**src/rtl/fetch_unit.sv**
```systemverilog
// fetch_unit -- instruction fetch stage of the pipelined RISC-V core.
//
// Owns the program counter and keeps at most one request outstanding to
// instruction memory. Each returned word is captured into the IF/ID register,
// which feeds the decoder. Branch/jump results from execute redirect the PC
// and flush any wrong-path instruction.
//
// Ports:
//   clk, rst          single clock, synchronous active-high reset
//   StallD            hazard-unit hold of IF/ID and PC
//   BranchE, ZeroE    execute-stage branch and ALU zero flag
//   JE                execute-stage jump kind (01 JAL, 10 JALR)
//   PCE, ImmExtE      execute-stage PC and immediate (branch/JAL target)
//   ALUResultE        JALR target
//   imem_req          one-cycle request pulse, address on imem_addr (= PCF)
//   imem_rdata/valid  memory response
//   PCF               current fetch PC
//   InstrD, PCD, PCPlus4D, ValidD   IF/ID register
module fetch_unit #(
  parameter logic [31:0] RESET_PC = 32'h0000_0000,
  parameter logic [31:0] NOP      = 32'h0000_0013
) (
  input  logic        clk,
  input  logic        rst,
  input  logic        StallD,
  input  logic        BranchE,
  input  logic        ZeroE,
  input  logic [1:0]  JE,
  input  logic [31:0] PCE,
  input  logic [31:0] ImmExtE,
  input  logic [31:0] ALUResultE,
  output logic        imem_req,
  output logic [31:0] imem_addr,
  input  logic [31:0] imem_rdata,
  input  logic        imem_valid,
  output logic [31:0] PCF,
  output logic [31:0] InstrD,
  output logic [31:0] PCD,
  output logic [31:0] PCPlus4D,
  output logic        ValidD
);

  localparam logic [2:0] S_IDLE  = 3'd0;
  localparam logic [2:0] S_ISSUE = 3'd1;
  localparam logic [2:0] S_WAIT  = 3'd2;
  localparam logic [2:0] S_HOLD  = 3'd3;
  localparam logic [2:0] S_DROP  = 3'd4;

  logic [2:0]  state_q, state_d;
  logic [31:0] pc_q, pc_d;
  logic [31:0] instr_q, instr_d;
  logic [31:0] pcd_q, pcd_d;
  logic [31:0] pc4_q, pc4_d;
  logic [31:0] skid_q, skid_d;
  logic        valid_q, valid_d;
  logic        req_q, req_d;

  logic        redirect;
  logic [31:0] target;
  logic [31:0] pc_plus4;

  always_comb begin
    redirect = (BranchE & ZeroE) | (JE == 2'b01) | (JE == 2'b10);
    target   = (JE == 2'b10) ? {ALUResultE[31:1], 1'b0} : (PCE + ImmExtE);
    pc_plus4 = pc_q + 32'd4;
  end

  always_comb begin
    state_d = state_q;
    pc_d    = pc_q;
    instr_d = instr_q;
    pcd_d   = pcd_q;
    pc4_d   = pc4_q;
    valid_d = valid_q;
    skid_d  = skid_q;

    if (redirect) begin
      // Flush beats stall: the IF/ID content is wrong-path regardless.
      pc_d    = target;
      instr_d = NOP;
      pcd_d   = '0;
      pc4_d   = '0;
      valid_d = 1'b0;
      skid_d  = NOP;
      unique case (state_q)
        // Request issued this cycle: its response is still to come.
        S_ISSUE: state_d = S_DROP;
        // Response arriving now is simply discarded; nothing left in flight.
        S_WAIT:  state_d = imem_valid ? S_ISSUE : S_DROP;
        // Keep waiting for the stale response, unless it is the one arriving
        // now -- staying in DROP then would wait for a word that never comes.
        S_DROP:  state_d = imem_valid ? S_ISSUE : S_DROP;
        default: state_d = S_ISSUE;
      endcase
    end else begin
      unique case (state_q)
        S_IDLE:  state_d = S_ISSUE;
        S_ISSUE: state_d = S_WAIT;
        S_WAIT: begin
          if (imem_valid) begin
            if (!StallD) begin
              instr_d = imem_rdata;
              pcd_d   = pc_q;
              pc4_d   = pc_plus4;
              valid_d = 1'b1;
              pc_d    = pc_plus4;
              state_d = S_ISSUE;
            end else begin
              skid_d  = imem_rdata;
              state_d = S_HOLD;
            end
          end
        end
        S_HOLD: begin
          if (!StallD) begin
            instr_d = skid_q;
            pcd_d   = pc_q;
            pc4_d   = pc_plus4;
            valid_d = 1'b1;
            pc_d    = pc_plus4;
            state_d = S_ISSUE;
          end
        end
        S_DROP:  state_d = imem_valid ? S_ISSUE : S_DROP;
        default: state_d = S_IDLE;
      endcase
    end

    // Request pulse is registered: high for exactly the cycle spent in ISSUE.
    req_d = (state_d == S_ISSUE);
  end

  always_ff @(posedge clk) begin
    if (rst) begin
      state_q <= S_IDLE;
      pc_q    <= RESET_PC;
      instr_q <= NOP;
      pcd_q   <= '0;
      pc4_q   <= '0;
      valid_q <= 1'b0;
      skid_q  <= NOP;
      req_q   <= 1'b0;
    end else begin
      state_q <= state_d;
      pc_q    <= pc_d;
      instr_q <= instr_d;
      pcd_q   <= pcd_d;
      pc4_q   <= pc4_d;
      valid_q <= valid_d;
      skid_q  <= skid_d;
      req_q   <= req_d;
    end
  end

  assign imem_req  = req_q;
  assign imem_addr = pc_q;
  assign PCF       = pc_q;
  assign InstrD    = instr_q;
  assign PCD       = pcd_q;
  assign PCPlus4D  = pc4_q;
  assign ValidD    = valid_q;

endmodule

```
**config.mk**
```make
export PLATFORM = sky130hd
export DESIGN_NAME = fetch_unit
export DESIGN_NICKNAME = d
export VERILOG_FILES = /design/src/rtl/fetch_unit.sv
export SDC_FILE = /design/constraint.sdc
export NUM_CORES = 1
export LEC_CHECK = 0
export CORE_MARGIN = 5
export CORE_UTILIZATION = 50
export DETAILED_ROUTE_END_ITERATION = 8
export GPL_ROUTABILITY_DRIVEN = 1
export PLACE_DENSITY = 0.95
export SLEW_MARGIN = 10
export SYNTH_ARGS = -nofsm -noshare
export SYNTH_HDL_FRONTEND = slang
export SYNTH_SLANG_ARGS = --single-unit
export TNS_END_PERCENT = 1
```
**constraint.sdc**
```tcl
create_clock -name clk -period 5.1 [get_ports clk]
set_input_delay 1.02 -clock clk [delete_from_list [all_inputs] [get_ports clk]]
set_output_delay 1.02 -clock clk [all_outputs]
set_load 0.01 [all_outputs]
```
After elaboration in Yosys (flattened, before gate mapping) --
Cells that the tools add are included.
Word-level totals: output and inout port bits 162, register bits after elaboration 165
Cells by class: bitwise gates (word level) 3, reductions and logical operators 9, equality and inequality tests 11, multiplexer cells 25, add/sub/neg operators 2
Operators by type and width (count):
- $mux 32 | 11
- $pmux 32 s2 | 4
- $add 32x3->32 const B | 1
- $add 32x32->32 | 1
- $pmux 3 s5 | 1
- $mux 3 | 4
- $eq 3x1->1 const B | 2
- $eq 3x2->1 const B | 2
- $ne 2x2->1 const B | 3
- $pmux 3 s2 | 1
- $reduce_and 2->1 | 2
- $reduce_and 4->1 | 1
- $reduce_or 2->1 | 2
- $eq 3x3->1 const B | 1
- $logic_not 3->1 | 1
- $ne 3x3->1 const B | 1
- $reduce_and 3->1 | 1
- $reduce_bool 3->1 | 1
- $eq 2x1->1 const B | 1
- $eq 2x2->1 const B | 1
- $mux 1 | 2
- $mux 2 | 1
- $or 1x1->1 | 2
- $pmux 1 s2 | 1
- other kinds (2) | 2

Longest topological paths before layout --
Gate-level depths: netlist of run 1.
depth after elaboration 5, depth in mapped cells 11, depth with buffers taken out 11

Worst setup path after synthesis of run 1 --
Ideal clock, no wire load.
path kind input to register, start input port PCE[0], end register pc_q[28], in the netlist PCF[28], path slack 1586 ps, required time 4986 ps, cell stages on the path 11, arrival 3399 ps, library setup time 114 ps, path buffers 0, cell sequence ha_1 > fa_1 > a21oi_1 > o21ai_2 > o21ai_0 > a311oi_1 > a221o_2 > a21oi_2 > o41ai_1 > xnor2_1 > a2111oi_0
On the way: cells in the longest elaborated chain, start to end 3
RTL lines:
- start, declared | RTL line 29 | input logic [31:0] PCE,
- $add 32x32->32 | RTL line 64 | target = (JE == 2'b10) ? {ALUResultE[31:1], 1'b0} : (PCE + ImmExtE);
- $mux 32 | RTL line 64
- $mux 32 | RTL line 77 | if (redirect) begin
- end signal, assigned | RTL line 145 | pc_q <= pc_d;
- end, declared | RTL line 50 | logic [31:0] pc_q, pc_d;
No other way between the ends. A chain may end at the register's enable or synchronous reset.

Worst setup path after layout of run 1 --
start input port PCE[2], end register pc_q[25], in the netlist PCF[25]
Same word-level chain as after synthesis.

==> results.sh, run 1 <==
export IMPL_grt_use_met1_pct=32.9
export IMPL_postSynthNetCount=1344
export IMPL_grt_total_usage_pct=27.3
export IMPL_drt_pass1_iter_count=5
export IMPL_rows=49
export IMPL_slew_violations=0
export IMPL_final_net_count=1550
export IMPL_via_per_inst=5.83
export IMPL_clkLatencyLatePin_ps=430
export IMPL_drt_initial_drc_count=764
export IMPL_dp_final_hpwl_um=21700
export IMPL_slew_headroom_pct=19.5
export IMPL_p_switching_mw=1.06
export IMPL_finalWorstPathRequiredPeriod_ps=4220
export IMPL_yosys_top_cells_area="dfxtp_1 36%, nand2_1 9.4%, a21oi_1 6.4%, nor2_1 5.4%, ha_1 4.4%"
export IMPL_clock_path_buffers=2
export IMPL_non_filler_instance_count_after_layout=1623
export IMPL_grt_overflow_total=0
export IMPL_cts_made_buffers=17
export IMPL_synth_top_cell_area_share_pct=36.2
export IMPL_hold_path_class="reg2reg"
export IMPL_clockPowerShare_pct=37.1
export IMPL_start_util_pct=50.6
export IMPL_ys_warnings_count=0
export IMPL_netlist_top_cell_by_area="dfxtp_1"
export IMPL_crit_fanout=4
export IMPL_placedCellCount=1591
export IMPL_netlist_area_um2=9020
export IMPL_fin_crit_sh_pct=82.7
export IMPL_cts_clk_slew_worst_paths_ps=70
export IMPL_cts_setup_buffers=0
export IMPL_wire_length_of_the_first_global_routing_pass_um=45800
export IMPL_dominantRegCellSynth="dfxtp_1"
export IMPL_htree_levels=4
export IMPL_global_route_met2_utilization_pct=48.2
export IMPL_setup_viol=0
export IMPL_gr_max_usage_layer="met2"
export IMPL_remaining_drc_errors=0
export IMPL_fillerInstances=1321
export IMPL_drtAntennaViolNets=0
export IMPL_cap_viol_max_count=0
export IMPL_worst_path_largest_cell_delay_ps=720
export IMPL_area_growth_syn_to_layout_pct=37.3
export IMPL_arrival_worst_endpoint_ps=4480
export IMPL_timing_critical_path_slowest_stage_cell="a2111oi_0"
export IMPL_avgSynthCellArea_um2=7.68
export IMPL_initial_antenna_violation_count=0
export IMPL_die_span_y_um=144
export IMPL_power_switching_fraction_pct=30.7
export IMPL_power_ir_vdd_worst_uv=182
export IMPL_yosys_register_bits=163
export IMPL_power_density_cell_area_nw_per_um2=278
export IMPL_cts_repair_resize_count=0
export IMPL_p_leak_nw=4.38
export IMPL_netlist_instances=1175
export IMPL_total_power_mw=3.45
export IMPL_run_status="finished, final reports clean"
export IMPL_cts_num_sinks=163
export IMPL_seqPwrFrac_pct=40.8
export IMPL_fin_skew_ps=7.88
export IMPL_max_freq_ghz=0.237
export IMPL_holdBufCountCts=0
export IMPL_num_antenna_cells=0
export IMPL_largest_net_degree_at_the_start_of_global_routing=65
export IMPL_path_cells="clkdlybuf4s50_1 -> ha_1 -> a21oi_1 -> a2111oi_0 -> o21ai_0 -> a22oi_1 -> nand2_1 -> o21ai_0 -> xnor2_1 -> nor2_1 -> a2111oi_0"
export IMPL_wl_um=29700
export IMPL_end_kind="flip-flop"
export IMPL_avgRoutedWirePerCell_um=18.3
export IMPL_met3_usage_pct=5.69
export IMPL_cp_data_required_time_ps=5360
export IMPL_weighted_congestion_reported_at_the_end_of_routability_driven_placement=0.928
export IMPL_power_share_combinational_pct=22.2
export IMPL_port_buffer_count=296
export IMPL_seq_area_frac_synth_pct=36.2
export IMPL_grt_setup_unrepaired="no"
export IMPL_totalNegativeSetupSlack_ps=0
export IMPL_route_vias_total=9463
export IMPL_synth_edf_count=0
export IMPL_grt_pass1_vias=9048
export IMPL_fin_worst_hold_slack_ps=458
export IMPL_total_die_area_um2=20800
export IMPL_final_layout_size_suffix_gt1_share_pct=4.30
export IMPL_coreArea_um2=17800
export IMPL_async_reset_ff_share_pct=0
export IMPL_critPathLaunchType="input pin"
export IMPL_tightest_slew_ps=1210
export IMPL_timing_setup_critical_path_class="in2reg"
export IMPL_synth_lib_cells_used_distinct=61
export IMPL_floorplan_io_pins=298
export IMPL_die_width_um=144
export IMPL_p_int_mw=2.39
export IMPL_final_hold_viol_count=0
export IMPL_cts_tree="done"
export IMPL_cts_root_buf="clkbuf_16"
[kinds of logic after synthesis]
group                      count (synthesis)  share of synthesized area (%)
and+or+nand+nor                          470                           22.5
buffers and inverters                    136                           7.25
muxes                                      5                          0.555
adders and majority gates                 33                           4.66
xor gates and xnor gates                  76                           7.38
AOI/OAI and AO/OA                        292                           21.5
DFF                                      163                           36.2
[synthesized netlist by cell type, drive strengths merged, types with 2 or more instances]
cell,n
nand4,13
nor4,2
o221ai,2
and3,8
a221oi,7
a31oi,5
xnor2,40
mux2i,5
a21o,14
nor2,129
clkbuf,71
buf,51
inv,14
o21ai,22
o41ai,2
o22ai,2
a22oi,3
dfxtp,163
a21oi,117
a221o,3
ha,32
and2,7
nor2b,3
a311oi,35
or3,3
a211oi,47
nand2,225
nand2b,6
nor3,9
o211ai,6
nand3b,2
a2111oi,7
nand3,53
o21bai,7
and4,5
xor2,36
o21a,5
[flip-flops by register name, summed over array words and instances (netlist names)]
name and flops:
PCF 32, PCD 30, InstrD 32, ValidD 1
imem_req 1, PCPlus4D 32, state_q 3, skid_q 32
[per-stage QoR]
stage / instance area [µm²] / util (%) / setup WS (ps)
after floorplan: 9020 / - / 1590
after detailed placement: 11800 / 66.1 / 661
after global placement: 11800 / 66.1 / 832
final: 12400 / 69.5 / 885
after CTS: 12400 / 69.5 / 1110
after global routing: 12400 / 69.5 / 804
[power by group through the flow]
stage / Combinational [mW] / Clock [mW] / Sequential, mW
finish: 0.764 / 1.28 / 1.41
global route: 0.823 / 1.35 / 1.41
CTS: 0.756 / 1.29 / 1.40
detailed placement: 0.750 / 0 / 1.43
global placement: 0.731 / 0 / 1.43
floorplan: 0.451 / 0 / 1.40
[layer usage]
layer / up-vias / part of all wire (%) / wire (µm)
li1: 4488 / - / -
met1: 4378 / 38 / 11200
met2: 535 / 50 / 14800
met3: 62 / 10 / 2960
met4: 0 / 2.5 / 733
met5: - / 0 / 0
[final cells by class]
type | instances | area (µm²) | area share (%)
multi-input cells | 876 | 5120 | 41.4
flip-flops and latches | 163 | 3260 | 26.3
repair buffers | 309 | 3070 | 24.8
clock buffers | 17 | 425 | 3.43
well taps | 229 | 287 | 2.31
clock inverters | 15 | 166 | 1.34
inverters | 14 | 52.6 | 0.424
[cells in the final DEF, fill, tap and decap left out, types with 35 or more instances in the layout]
master and instances:
clkdlybuf4s50_1 296, nand2_1 224, dfxtp_1 163, nor2_1 129
a21oi_1 115, nand3_1 53, a211oi_1 47, xnor2_1 40
xor2_1 36, a311oi_1 35
[worst paths after layout]
path	startpoint	end	slack (ps)	depth (start not counted)
min	skid_q[19]	skid_q[19]	460	2
max	PCE[2]	PCF[25]	880	11
min reg2reg	skid_q[19]	skid_q[19]	460	2
max reg2reg	PCF[2]	PCF[30]	1660	10
[worst max-delay path, delay by kind of cell]
family / cells / cell delay, ps
buffers and inverters: 1 / 400
adders and majority gates: 1 / 350
xor gates and xnor gates: 1 / 140
AOI/OAI and AO/OA: 6 / 2380
and+or+nand+nor: 2 / 180
No activity file was read; power rests on OpenSTA's default activity.
==> run 2, diff against run 1 <==
CORE_UTILIZATION = 42   (was 50)
PLACE_DENSITY = 0.88   (was 0.95)
clock period = 3.8 ns   (was 5.1 ns; I/O delays follow)
==> results.sh, run 2 (synthesis gave the netlist of run 1 again) <==
export IMPL_timing_setup_critical_path_class="in2reg"
export IMPL_p_switching_mw=1.35
export IMPL_highest_count_cells_in_the_layout_ignoring_fill_and_taps="296 x clkdlybuf4s50_1, 224 x nand2_1, 163 x dfxtp_1, 129 x nor2_1, 115 x a21oi_1"
export IMPL_cp_data_required_time_ps=4100
export IMPL_p_leak_nw=4.56
export IMPL_clkLatencyLatePin_ps=430
export IMPL_p_int_mw=3.42
export IMPL_dp_final_hpwl_um=22200
export IMPL_coreArea_um2=21100
export IMPL_power_density_cell_area_nw_per_um2=375
export IMPL_seqPwrFrac_pct=39.0
export IMPL_grt_overflow_total=0
export IMPL_power_share_combinational_pct=22.7
export IMPL_grt_total_usage_pct=23.1
export IMPL_clockPowerShare_pct=38.3
export IMPL_cts_setup_buffers=0
export IMPL_finalWorstPathRequiredPeriod_ps=3600
export IMPL_pre_cts_slack_ps=-269
export IMPL_final_net_count=1579
export IMPL_avgRoutedWirePerCell_um=17.4
export IMPL_placedCellCount=1666
export IMPL_drtAntennaViolNets=0
export IMPL_weighted_congestion_reported_at_the_end_of_routability_driven_placement=0.936
export IMPL_floorplan_io_pins=298
export IMPL_arrival_worst_endpoint_ps=3900
export IMPL_power_ir_vdd_worst_uv=206
export IMPL_die_width_um=157
export IMPL_num_antenna_cells=0
export IMPL_htree_levels=4
export IMPL_total_power_mw=4.77
export IMPL_run_status="finished, final reports clean"
export IMPL_grt_pass1_vias=8710
export IMPL_setup_ws_ps=203
export IMPL_die_span_y_um=157
export IMPL_end_kind="flip-flop"
export IMPL_crit_fanout=3
export IMPL_non_filler_instance_count_after_layout=1698
export IMPL_worst_path_buf_inv=1
export IMPL_route_vias_total=9346
export IMPL_final_layout_size_suffix_gt1_share_pct=6.25
export IMPL_drt_initial_drc_count=643
export IMPL_cts_root_buf="clkbuf_16"
export IMPL_initial_antenna_violation_count=0
export IMPL_power_switching_fraction_pct=28.4
export IMPL_area_growth_syn_to_layout_pct=41.1
export IMPL_worst_path_largest_cell_delay_ps=450
export IMPL_cts_clk_slew_worst_paths_ps=60
export IMPL_rrSetupSlack_ps=790
export IMPL_utilization_pct=60.4
export IMPL_rows=53
export IMPL_drt_pass1_iter_count=5
export IMPL_port_buffer_count=296
export IMPL_slew_headroom_pct=24.0
export IMPL_setup_viol=0
export IMPL_path_cells="clkdlybuf4s50_1 -> ha_1 -> fa_1 -> a21oi_1 -> o21ai_2 -> o21ai_1 -> a311oi_1 -> a221o_2 -> a21oi_2 -> o41ai_1 -> xnor2_1 -> a2111oi_0"
export IMPL_wl_um=29600
export IMPL_cts_made_buffers=17
export IMPL_fin_skew_ps=10.1
export IMPL_max_freq_ghz=0.278
export IMPL_slew_violations=0
export IMPL_largest_net_degree_at_the_start_of_global_routing=83
export IMPL_hold_path_class="reg2reg"
export IMPL_cpLargestDelayFamily="compound AO/OA/AOI/OAI gates"
export IMPL_remaining_drc_errors=0
export IMPL_fin_crit_sh_pct=94.7
export IMPL_tightest_slew_ps=1140
export IMPL_final_hold_viol_count=0
export IMPL_cts_tree="done"
export IMPL_wire_length_of_the_first_global_routing_pass_um=45800
export IMPL_cap_viol_max_count=0
export IMPL_critPathLaunchType="input pin"
export IMPL_timing_critical_path_slowest_stage_cell="clkdlybuf4s50_1"
export IMPL_clock_path_buffers=2
export IMPL_grt_setup_unrepaired="no"
export IMPL_start_util_pct=42.8
export IMPL_via_per_inst=5.50
export IMPL_layout_cells_most_common="clkdlybuf4s50_1"
export IMPL_total_die_area_um2=24500
export IMPL_cts_num_sinks=163
## run 2: cell types whose count changed in the layout (fill, tap and decap cells not counted), moves of 2 or more
cell	before	now
clkinvlp_4	3	1
bufinv_16	1	3
buf_4	12	39
inv_8	4	0
buf_12	1	3
inv_6	4	2
clkbuf_8	0	4
## run 2: power by group through the flow
stage / Combinational [mW] / Sequential (mW) / Clock (mW)
3_5_place_dp: 1.07 / 1.90 / 0
6_report: 1.08 / 1.86 / 1.83
2_1_floorplan: 0.605 / 1.88 / 0
3_3_place_gp: 1.05 / 1.90 / 0
4_1_cts: 1.07 / 1.86 / 1.85
5_1_grt: 1.17 / 1.87 / 1.92
## run 2: routing by layer
layer  vias up  track usage, %  part of all wire [%]
met5         -               0                     0
met4         0            7.27                   2.2
met3        46            5.37                   9.2
met2       463            38.6                    48
met1      4282            29.5                    41
li1       4555               -                     -
## run 2: area by class of cell
class,count,area [µm²]
sequential,163,3260
timing repair buffer,338,3320
clock inverter,10,146
tap,275,344
fill,1760,8350
multi-input combinational,876,5130
clock buffer,22,484
inverter,14,52.6
## run 2: repair_timing
item | 4_1_cts | 5_1_grt
gates resized for setup | 0 | 2
endpoints found under the setup margin | 0 | 6
hold buffers | 0 | 0
## run 2: worst reg2reg max path, delay by kind of cell (launching register included)
| family | cells | cell delay, ps |
|---|---|---|
| simple gates | 6 | 1520 |
| flops | 1 | 520 |
| fa+ha+maj | 1 | 290 |
| buf+inv | 1 | 190 |
| compound gates | 2 | 190 |
| mux | 1 | 170 |
## run 2: path summary, 6_finish.rpt
| kind | to | startpoint | depth (start not counted) |
|---|---|---|---|
| worst max-delay path | PCF[28] | PCE[0] | 12 |
| worst min register to register | PCD[16] | PCD[16] | 2 |
| worst max register to register | PCF[30] | PCF[2] | 11 |
| worst min-delay path | PCD[16] | PCD[16] | 2 |
## run 2: per-stage QoR
step	TNS, ps	area (µm²)	hold slack (ps)
5_1_grt	0	12700	474
2_1_floorplan	0	9020	437
6_report	0	12700	453
4_1_cts	0	12700	454
3_5_place_dp	-1410	12100	446
3_3_place_gp	-456	12100	441
==> run 3, diff against run 2 <==
CORE_UTILIZATION = 30   (was 42)
PLACE_DENSITY = 0.69   (was 0.88)
==> results.sh, run 3 (synthesis gave the netlist of run 1 again) <==
export IMPL_worst_hold_path_endpoint="PCD[19]"
export IMPL_cp_data_required_time_ps=4110
export IMPL_avgRoutedWirePerCell_um=17.1
export IMPL_grt_overflow_total=0
export IMPL_run_status="finished, final reports clean"
export IMPL_clock_path_buffers=2
export IMPL_p_switching_mw=1.45
export IMPL_total_die_area_um2=33700
export IMPL_floorplan_io_pins=298
export IMPL_area_growth_syn_to_layout_pct=42.2
export IMPL_wl_um=31000
export IMPL_cts_num_sinks=163
export IMPL_total_power_mw=4.65
export IMPL_hold_path_class="reg2reg"
export IMPL_max_freq_ghz=0.278
export IMPL_drt_initial_drc_count=468
export IMPL_weighted_congestion_reported_at_the_end_of_routability_driven_placement=0.874
export IMPL_via_per_inst=5.02
export IMPL_worstHoldPathCells=2
export IMPL_placedCellCount=1785
export IMPL_seqPwrFrac_pct=39.8
export IMPL_cap_viol_max_count=0
export IMPL_arrival_worst_endpoint_ps=3910
export IMPL_pre_cts_slack_ps=-187
export IMPL_largest_net_degree_at_the_start_of_global_routing=115
export IMPL_grt_pass1_vias=8965
export IMPL_timing_setup_critical_path_class="in2reg"
export IMPL_power_ir_vdd_worst_uv=278
export IMPL_slew_headroom_pct=44.7
export IMPL_power_switching_fraction_pct=31.2
export IMPL_remaining_drc_errors=0
export IMPL_crit_reg_reg_endpoint="PCF[30]"
export IMPL_fin_worst_hold_slack_ps=453
export IMPL_port_buffer_count=296
export IMPL_critPathLaunchType="input pin"
export IMPL_tightest_slew_ps=830
export IMPL_fillerInstances=2946
export IMPL_clkLatencyLatePin_ps=430
export IMPL_num_antenna_cells=0
export IMPL_finalWorstPathRequiredPeriod_ps=3600
export IMPL_coreArea_um2=29600
export IMPL_start_util_pct=30.5
export IMPL_setup_viol=0
export IMPL_p_leak_nw=4.54
export IMPL_non_filler_instance_count_after_layout=1817
export IMPL_holdBufCountCts=0
export IMPL_p_int_mw=3.20
export IMPL_cts_root_buf="clkbuf_16"
export IMPL_final_hold_viol_count=0
export IMPL_rows=63
export IMPL_cts_made_buffers=17
export IMPL_htree_levels=4
export IMPL_die_span_y_um=183
export IMPL_cts_clk_slew_worst_paths_ps=70
export IMPL_end_kind="flip-flop"
export IMPL_grt_setup_unrepaired="no"
export IMPL_initial_antenna_violation_count=1
export IMPL_power_share_combinational_pct=23.7
export IMPL_drtAntennaViolNets=0
export IMPL_crit_fanout=2
export IMPL_clockPowerShare_pct=36.5
export IMPL_fin_skew_ps=16.3
export IMPL_layout_cells_most_common="clkdlybuf4s50_1"
export IMPL_setup_ws_ps=200
export IMPL_slew_violations=0
export IMPL_cts_tree="done"
export IMPL_highest_count_cells_in_the_layout_ignoring_fill_and_taps="295 x clkdlybuf4s50_1, 223 x nand2_1, 163 x dfxtp_1, 129 x nor2_1, 115 x a21oi_1"
export IMPL_dp_final_hpwl_um=23300
export IMPL_fin_crit_sh_pct=94.7
export IMPL_r2r_worst_path_cells=11
export IMPL_die_width_um=183
export IMPL_rrSetupSlack_ps=720
export IMPL_final_layout_size_suffix_gt1_share_pct=6.73
export IMPL_final_net_count=1583
export IMPL_utilization_pct=43.3
export IMPL_hold_start="PCD[19]"
export IMPL_power_density_cell_area_nw_per_um2=362
export IMPL_cts_setup_buffers=0
export IMPL_critical_register_to_register_path_startpoint="PCF[2]"
export IMPL_grt_total_usage_pct=18.0
export IMPL_wire_length_of_the_first_global_routing_pass_um=49200
export IMPL_route_vias_total=9122
export IMPL_drt_pass1_iter_count=6
-- run 3: what timing repair did --
item | CTS | global route
gates resized for setup | 0 | 4
endpoints found under the setup margin | 0 | 6
endpoints found under the hold margin | 0 | 0
-- run 3: critical path: stages --
cell and delay, ps:
clkdlybuf4s50_1 400, ha_1 240, fa_1 400, a21oi_1 330, o21ai_2 110, o21ai_0 260
a311oi_1 190, a221o_2 400, a21oi_2 180, o41ai_1 110, xnor2_1 140, a2111oi_1 380
-- run 3: power by group through the flow --
stage	registers, mW	logic (mW)	clock network [mW]
floorplan	1.88	0.605	0
global placement	1.89	1.09	0
detailed placement	1.89	1.10	0
CTS	1.85	1.10	1.74
global route	1.86	1.20	1.82
finish	1.85	1.10	1.69
-- run 3: per-layer routing --
layer	track usage, %	part of all wire (%)
met4	4.59	1.8
met3	4.53	7.9
met5	0	0
met1	23.9	44
met2	29.2	46
-- run 3: how the worst max path moves through the flow --
| stage | from | endpoint | slack (ps) | depth (start not counted) |
|---|---|---|---|---|
| floorplan | PCE[0] | PCF[28] | 550 | 11 |
| global placement | PCE[0] | PCF[28] | -140 | 12 |
| detailed placement | PCE[0] | PCF[28] | -190 | 12 |
| CTS | PCE[0] | PCF[28] | 270 | 12 |
| global route | PCE[0] | PCF[28] | 20 | 12 |
| finish | PCE[0] | PCF[28] | 200 | 12 |
-- run 3: final cells by class --
cell class	instances	area (µm²)	area share, %
multi-input combinational	876	5130	40.0
timing repair buffer	342	3320	25.8
sequential	163	3260	25.4
tap	390	488	3.80
clock buffer	18	439	3.42
clock inverter	14	140	1.09
inverter	14	52.6	0.410
-- run 3: through the flow --
step | TNS [ps] | cell area, µm²
2_1_floorplan | 0 | 9020
3_3_place_gp | -479 | 12200
3_5_place_dp | -958 | 12200
4_1_cts | 0 | 12800
5_1_grt | 0 | 12800
6_report | 0 | 12800
